<file path="src/rtl/ps2_key_fifo.sv">
// rtl/ps2_key_fifo.sv - PS/2 keyboard receiver with scan-code decoder and key FIFO
module ps2_key_fifo #(
  parameter int FILT_LEN    = 8,
  parameter int DEPTH       = 4,
  parameter int TIMEOUT_CYC = 50000
) (
  input  logic        clk,
  input  logic        rst,
  input  logic        ps2_clk,
  input  logic        ps2_data,
  input  logic        pop,
  output logic [31:0] key_data,
  output logic        key_valid,
  output logic        frame_err,
  output logic        overflow
);

  localparam int FW = $clog2(FILT_LEN + 1);
  localparam int TW = $clog2(TIMEOUT_CYC + 1);
  localparam int AW = $clog2(DEPTH);
  localparam int CW = AW + 1;
  localparam logic [FW-1:0] FILT_MAX = FW'(FILT_LEN - 1);
  localparam logic [TW-1:0] TMAX     = TW'(TIMEOUT_CYC - 1);
  localparam logic [CW-1:0] FULL_CNT = CW'(DEPTH);

  // ---------------------------------------------------------------
  // Input conditioning
  // ---------------------------------------------------------------
  logic [1:0]    clk_sync;
  logic [1:0]    data_sync;
  logic          clk_filt;
  logic [FW-1:0] filt_cnt;
  logic          fall;
  logic          data_bit;

  assign data_bit = data_sync[1];

  always_ff @(posedge clk) begin
    if (rst) begin
      clk_sync  <= 2'b11;
      data_sync <= 2'b11;
    end else begin
      clk_sync  <= {clk_sync[0], ps2_clk};
      data_sync <= {data_sync[0], ps2_data};
    end
  end

  // The filtered clock follows the synchronised line only after FILT_LEN
  // consecutive disagreeing samples; fall is registered with the flip.
  always_ff @(posedge clk) begin
    if (rst) begin
      clk_filt <= 1'b1;
      filt_cnt <= '0;
      fall     <= 1'b0;
    end else begin
      fall <= 1'b0;
      if (clk_sync[1] != clk_filt) begin
        if (filt_cnt == FILT_MAX) begin
          clk_filt <= clk_sync[1];
          filt_cnt <= '0;
          fall     <= clk_filt;
        end else begin
          filt_cnt <= filt_cnt + 1'b1;
        end
      end else begin
        filt_cnt <= '0;
      end
    end
  end

  // ---------------------------------------------------------------
  // Frame FSM
  // ---------------------------------------------------------------
  typedef enum logic [1:0] {IDLE, DATA, PARITY, STOP} state_t;

  state_t        state;
  logic [2:0]    bit_cnt;
  logic [7:0]    shreg;
  logic          par_bit;
  logic [TW-1:0] tcnt;
  logic          byte_rdy;
  logic [7:0]    byte_val;

  // tcnt holds the number of cycles elapsed since the most recent fall.
  always_ff @(posedge clk) begin
    if (rst) begin
      state     <= IDLE;
      bit_cnt   <= '0;
      shreg     <= '0;
      par_bit   <= 1'b0;
      tcnt      <= '0;
      byte_rdy  <= 1'b0;
      byte_val  <= '0;
      frame_err <= 1'b0;
    end else begin
      byte_rdy  <= 1'b0;
      frame_err <= 1'b0;
      if (fall)
        tcnt <= TW'(1);
      else if (state != IDLE)
        tcnt <= tcnt + 1'b1;
      else
        tcnt <= '0;

      if (state != IDLE && !fall && tcnt == TMAX) begin
        state     <= IDLE;
        frame_err <= 1'b1;
        tcnt      <= '0;
      end else if (fall) begin
        case (state)
          IDLE: begin
            if (!data_bit) begin
              state   <= DATA;
              bit_cnt <= '0;
            end
          end
          DATA: begin
            shreg   <= {data_bit, shreg[7:1]};
            bit_cnt <= bit_cnt + 1'b1;
            if (bit_cnt == 3'd7)
              state <= PARITY;
          end
          PARITY: begin
            par_bit <= data_bit;
            state   <= STOP;
          end
          STOP: begin
            state <= IDLE;
            if (data_bit && (^{shreg, par_bit})) begin
              byte_rdy <= 1'b1;
              byte_val <= shreg;
            end else begin
              frame_err <= 1'b1;
            end
          end
          default: state <= IDLE;
        endcase
      end
    end
  end

  // ---------------------------------------------------------------
  // Scan-code decoder
  // ---------------------------------------------------------------
  logic       brk;
  logic       ext;
  logic       map_hit;
  logic [4:0] map_code;
  logic       is_prefix;
  logic       push;

  always_comb begin
    map_hit  = 1'b1;
    map_code = 5'h00;
    case (byte_val)
      8'h45: map_code = 5'h00;
      8'h16: map_code = 5'h01;
      8'h1E: map_code = 5'h02;
      8'h26: map_code = 5'h03;
      8'h25: map_code = 5'h04;
      8'h2E: map_code = 5'h05;
      8'h36: map_code = 5'h06;
      8'h3D: map_code = 5'h07;
      8'h3E: map_code = 5'h08;
      8'h46: map_code = 5'h09;
      8'h1C: map_code = 5'h0A;
      8'h32: map_code = 5'h0B;
      8'h21: map_code = 5'h0C;
      8'h23: map_code = 5'h0D;
      8'h24: map_code = 5'h0E;
      8'h2B: map_code = 5'h0F;
      8'h5A: map_code = 5'h10;
      8'h66: map_code = 5'h11;
      default: map_hit = 1'b0;
    endcase
  end

  assign is_prefix = (byte_val == 8'hF0) || (byte_val == 8'hE0);
  assign push      = byte_rdy && !is_prefix && !brk && !ext && map_hit;

  // The byte following a break or extended prefix is swallowed whole.
  always_ff @(posedge clk) begin
    if (rst) begin
      brk <= 1'b0;
      ext <= 1'b0;
    end else if (byte_rdy) begin
      if (byte_val == 8'hF0) begin
        brk <= 1'b1;
      end else if (byte_val == 8'hE0) begin
        ext <= 1'b1;
      end else if (brk || ext) begin
        brk <= 1'b0;
        ext <= 1'b0;
      end
    end
  end

  // ---------------------------------------------------------------
  // Key FIFO
  // ---------------------------------------------------------------
  logic [4:0]    mem [DEPTH];
  logic [AW-1:0] wr_ptr;
  logic [AW-1:0] rd_ptr;
  logic [CW-1:0] count;
  logic          empty;
  logic          full;
  logic          do_pop;
  logic          do_push;
  logic [4:0]    head_code;

  assign empty   = (count == '0);
  assign full    = (count == FULL_CNT);
  assign do_pop  = pop && !empty;
  assign do_push = push && (!full || do_pop);

  always_ff @(posedge clk) begin
    if (rst) begin
      for (int i = 0; i < DEPTH; i++)
        mem[i] <= '0;
      wr_ptr   <= '0;
      rd_ptr   <= '0;
      count    <= '0;
      overflow <= 1'b0;
    end else begin
      if (do_push) begin
        mem[wr_ptr] <= map_code;
        wr_ptr      <= wr_ptr + 1'b1;
      end
      if (do_pop)
        rd_ptr <= rd_ptr + 1'b1;
      if (do_push && !do_pop)
        count <= count + 1'b1;
      else if (do_pop && !do_push)
        count <= count - 1'b1;
      if (do_pop)
        overflow <= 1'b0;
      else if (push && full)
        overflow <= 1'b1;
    end
  end

  assign key_valid = !empty;
  assign head_code = empty ? 5'h00 : mem[rd_ptr];
  assign key_data  = {23'b0, key_valid, 3'b0, head_code};

endmodule
</file>
<file path="config.mk">
export PLATFORM = sky130hd
export DESIGN_NAME = ps2_key_fifo
export DESIGN_NICKNAME = d
export VERILOG_FILES = /design/src/rtl/ps2_key_fifo.sv
export SDC_FILE = /design/constraint.sdc
export NUM_CORES = 1
export LEC_CHECK = 0
export BUFFER_PORTS_ARGS = -buffer_cell sky130_fd_sc_hd__buf_2
export CORE_AREA = 8 8 96 98
export CTS_CLUSTER_DIAMETER = 60
export DETAILED_ROUTE_END_ITERATION = 7
export DIE_AREA = 0 0 104 106
export HOLD_SLACK_MARGIN = 0.02
export PLACE_DENSITY_LB_ADDON = 0.12
export SYNTH_ARGS = -nofsm -noshare
export SYNTH_HDL_FRONTEND = slang
export SYNTH_SLANG_ARGS = --single-unit
</file>
<file path="constraint.sdc">
create_clock -name clk -period 7.3 [get_ports clk]
set_input_delay 1.46 -clock clk [delete_from_list [all_inputs] [get_ports clk]]
set_output_delay 1.46 -clock clk [all_outputs]
set_load 0.05 [all_outputs]
</file>
== After elaboration in Yosys (flattened, before gate mapping) ==
Memories as Yosys holds them, arrays and structs flattened. A register that Yosys moved wholly into a read port is not among the register bits.
Cells that the tools add are included.

* $add $sub $neg: 7
* Multipliers: 0
* Div/mod/pow operators: 0
* Order comparisons: 0
* Eq/ne operators: 31
* Shift operators: 0
* Mux-type cells: 31
* Bitwise operators: 7
* Reduce and logical (&&, ||, !) cells: 47

{| class="wikitable"
|+ Operators by type and width
! cell !! number
|-
| 8-bit by 6-bit equality test with 1-bit output, second input constant || 11
|-
| 5-bit case mux with 17 select lines || 1
|-
| 8-bit by 7-bit equality test with 1-bit output, second input constant || 4
|-
| 8-bit by 5-bit equality test with 1-bit output, second input constant || 3
|-
| 1-bit 2-to-1 mux || 18
|-
| 18-bit OR reduction || 1
|-
| 16-bit by 1-bit adder with 16-bit output, second input constant || 1
|-
| 16-bit equality test, second input constant || 1
|-
| 8-bit equality test, second input constant || 2
|-
| 3-bit AND reduction || 5
|-
| 1-bit logical AND || 12
|-
| 2-bit 2-to-1 mux || 5
|-
| 5-bit 2-to-1 mux || 2
|-
| 2-bit nonzero test || 5
|-
| 3-bit 2-to-1 mux || 3
|-
| 9-bit XOR reduction || 1
|-
| 1-bit zero test || 8
|-
| 2-bit case mux with 4 select lines || 1
|-
| 4-bit AND reduction || 2
|-
| 4-bit OR reduction || 2
|-
| 1-bit NOT || 7
|-
| 3-bit by 1-bit adder with 3-bit output, second input constant || 2
|-
| 3-bit equality test, second input constant || 2
|-
| 2-bit inequality test, second input constant || 3
|-
| 15 further kinds || 21
|}

* Flip-flop bits (word level): 60
* Bits in latches: 0
* Memory bits (writable): 20
* Bits in read-only memories: 0
* Bits of input ports: 5
* Memories kept: 1

{| class="wikitable"
|+ Memories
! memory !! depth !! width !! rd ports !! clocked after Yosys merged registers in !! write ports !! RTL line !! text
|-
| mem || 4 || 5 || 1 || 1 || 4 || 201 || <nowiki>logic [4:0] mem [DEPTH];</nowiki>
|}

== Longest topological paths before layout ==
* Word-level depth: 13
* Depth in mapped cells: 13
* Depth with buffers taken out: 11

== Least setup slack after synthesis ==
No wires, ideal clock.

* Kind: in2reg
* Start point: in pop
* End point: mem mem[0][0], enable pin
* Arrival: 2.949 ns
* Setup slack: 3.977 ns
* Stages: 6
* Path buffers: 1
* Path through: inv_1 -> a311o_2 -> nand2b_1 -> or3_1 -> clkbuf_1 -> o21ai_0

{| class="wikitable"
|+ RTL lines
! what !! RTL line !! text
|-
| start, declared || 11 || <nowiki>input logic pop,</nowiki>
|-
| end, declared || 201 ||
|}

==> results.md <==
Flow run
• max-cap violation count: 0

Final layout
• most common cell after layout, fill and taps aside: sky130_fd_sc_hd__nor2_1
• nets@finish: 451
• highest-count cells in the layout ignoring fill and taps: sky130_fd_sc_hd__nor2_1, sky130_fd_sc_hd__dfxtp_1, sky130_fd_sc_hd__nand2_1
• fraction of layout cells with a size suffix above 1: 10.2%
• Core Util, Final: 55.0%
• P&R area growth vs syn: 4.86%
• non-filler cells in the finished layout: 546
• n_diodes: 0

Setup path
• CP Cell Sequence: buf_2 -> inv_1 -> nand2b_1 -> or3_1 -> o21ai_0
• sort of element at the start of the critical path: input port
• WP data required: 7.30 ns
• crit path capture type: flop
• cell at the slowest stage of the critical path: sky130_fd_sc_hd__o21ai_0
• category of the critical setup timing path: in -> reg
• arrival time worst endpoint: 3.27 ns
• CP max stage delay: 0.58 ns
• maximum fanout encountered on the critical timing path: 39

Logic synthesis
• FFs w/ async S/R, synth: 0%
• Post-Synthesis Cell Area: 0.00412 mm²
• syn_area_per_cell: 9.44 µm²
• dominant synthesized flop cell: sky130_fd_sc_hd__dfxtp_1
• post-synthesis adder-cell area fraction: 3.22%
• Post-Synth XOR/XNOR Area: 6.72%
• number of flip-flops and latches in the synthesized netlist: 82
• count of flip-flops with a built-in enable after synthesis: 20
• simple-gate area share of the yosys netlist: 22.7%
• largest family of logic cells by synthesized area: simple AND/OR/NAND/NOR gates
• sequential-to-total area share from yosys stat: 44.8%
• number of cells produced by synthesis: 436
• number of synthesis warnings: 0
• proportion of synthesized area in mux cells: 5.41%
• compound-gate portion of the synthesized area: 8.70%
• number of distinct library cells after synthesis: 55

Timing
• Rel. slew slack: 40.5%
• Final TNS setup: 0 ns
• slew at the pin closest to its max-slew limit: 0.885 ns
• worst-case clock skew: 0.0151 ns
• final count of hold timing violations: 0
• share of the clock period used by the worst path: 44.8%
• number of setup violations in the final report: 0
• top achievable clock speed: 0.306 GHz
• shortest period the worst path allows: 3.27 ns
• worst-case hold slack: 0.421 ns
• final max-slew violation count: 0
• setup repair after global routing missed its margin: false

Outcome
• result of the run: finished, final reports clean

Clock network
• CTS root buf: sky130_fd_sc_hd__clkbuf_8
• post-cts hold buffer count: 0
• # resized after CTS: 0
• clock tree from TritonCTS: built
• Clk Latency, worst-skew pair: 0.37 ns
• count of H-tree levels built during CTS: 3
• clock-pin slew reported for the worst setup and hold paths after clock tree synthesis: 0.09 ns
• Setup Buffers After CTS: 0
• total number of clock tree sinks: 82
• deepest clock path buffer count: 2
• number of CTS-inserted buffers: 9

Die
• CORE AREA: 0.00785 mm²
• height of the die: 106 µm
• Rows: 33
• I/O pin cnt: 40
• die area: 0.0110 mm²
• DIE WIDTH: 104 µm
• initial core utilization: 52.5%

Detailed routing
• total detailed-routing wirelength: 7670 µm
• DRT antenna net count: 0
• routed wire length per instance: 14.1 µm
• post-detailed-route via-to-cell ratio: 5.33
• number of DRC violations after detailed-routing iteration 0: 107
• DR vias: 2910
• drt first pass iters: 4
• DRC viols: 0

Placed design
• global placer's final weighted congestion: 0.855
• Detail Placement HPWL: 5540 µm
• cell total after placement: 530
• count of input and output buffers: 13

GRT
• total grt overflow: 0
• total global-route track usage: 14.7%
• number of antenna violations at the first check in global routing: 0
• maximum number of pins on one net before global-route repair: 40
• global-route wire length before repair: 13500 µm
• vias in the first global route: 2855

Power and ir drop
• leakage power: 1.63 nW
• P per Cell Area: 238 mW/mm²
• maximum vdd ir drop: 0.131 mV

Hold path
• class of the tightest hold or removal check: reg -> reg

==> worst max-delay path, delay by kind of cell <==
kind	cells	cell delay, ns
buf+inv	2	0.63
simple gates	2	0.58
compound gates	1	0.58
==> path summary, 6_finish.rpt <==
check                            startpoint          end  slack, ns  cells past startpoint
worst min register to register  clk_sync[0]  clk_sync[1]       0.42                      1
worst max register to register  byte_val[4]     count[2]       4.03                     11
worst min-delay path            clk_sync[0]  clk_sync[1]       0.42                      1
worst max-delay path                    rst    mem[0][2]       4.03                      5
==> cell families after synthesis <==
logic type,after synthesis
DFF,82
muxes,16
adders and majority gates,10
AOI/OAI and AO/OA,54
buffers and inverters,63
other,1
xor gates and xnor gates,30
and+or+nand+nor,180
==> power by group <==
part | total [W] | internal (W) | switching [W]
Sequential | 0.000493 | 0.000479 | 0.0000142
Clock | 0.000332 | 0.000138 | 0.000194
Combinational | 0.000202 | 0.0000486 | 0.000153
Total | 0.00103 | 0.000665 | 0.000362
==> per-stage QoR <==
stage | area, µm² | setup slack [ns] | total power, W
after floorplan | 4210 | 3.98 | 0.000691
after global placement | 4110 | 3.74 | 0.000707
after detailed placement | 4110 | 3.63 | 0.000709
after CTS | 4320 | 3.99 | 0.00104
after global routing | 4320 | 3.77 | 0.00107
final | 4320 | 4.03 | 0.00103
==> registers in the layout (all words and copies together) (netlist names), 2 cells and up, named ones only <==
register   flops
data_sync      2
bit_cnt        3
mem           20
count          3
tcnt          16
state          2
clk_sync       2
shreg          8
filt_cnt       4
byte_val       8
wr_ptr         2
rd_ptr         2
==> area by class of cell <==
class | count | area (µm²)
fillers | 720 | 3530
clock inverters | 7 | 81.3
well taps | 105 | 131
flip-flops and latches | 82 | 1840
clock buffers | 9 | 124
multi-input cells | 316 | 2020
inverters | 14 | 52.6
repair buffers | 13 | 65.1
==> per-layer routing <==
layer | share of wire [%] | vias to the layer above | track usage, %
met5 | 0 | - | 0
met4 | 2.0 | 0 | 7.34
met2 | 51 | 47 | 25.4
li1 | - | 1475 | -
met1 | 43 | 1374 | 16.7
met3 | 3.6 | 14 | 3.57
==> Yosys cell counts (all sizes together) (4+ instances only) <==
library cell | n | area, µm²
ha | 9 | 113
a21oi | 17 | 85.1
and3 | 9 | 56.3
nor4b | 4 | 35.0
nor3b | 6 | 45.0
nor4bb | 5 | 50.1
xor2 | 12 | 105
mux4 | 5 | 113
nor3 | 5 | 25.0
nand2 | 29 | 109
or2 | 6 | 37.5
or3 | 7 | 43.8
buf | 33 | 235
clkbuf | 16 | 60.1
xnor2 | 17 | 149
or4b | 4 | 40.0
inv | 14 | 52.6
o211ai | 4 | 30.0
nor2 | 64 | 240
o21ai | 11 | 55.1
dfxtp | 62 | 1240
mux2i | 11 | 110
a211oi | 5 | 37.5
edfxtp | 20 | 601
nand3 | 20 | 100
and2 | 5 | 31.3
No activity file was read; power rests on OpenSTA's default activity.
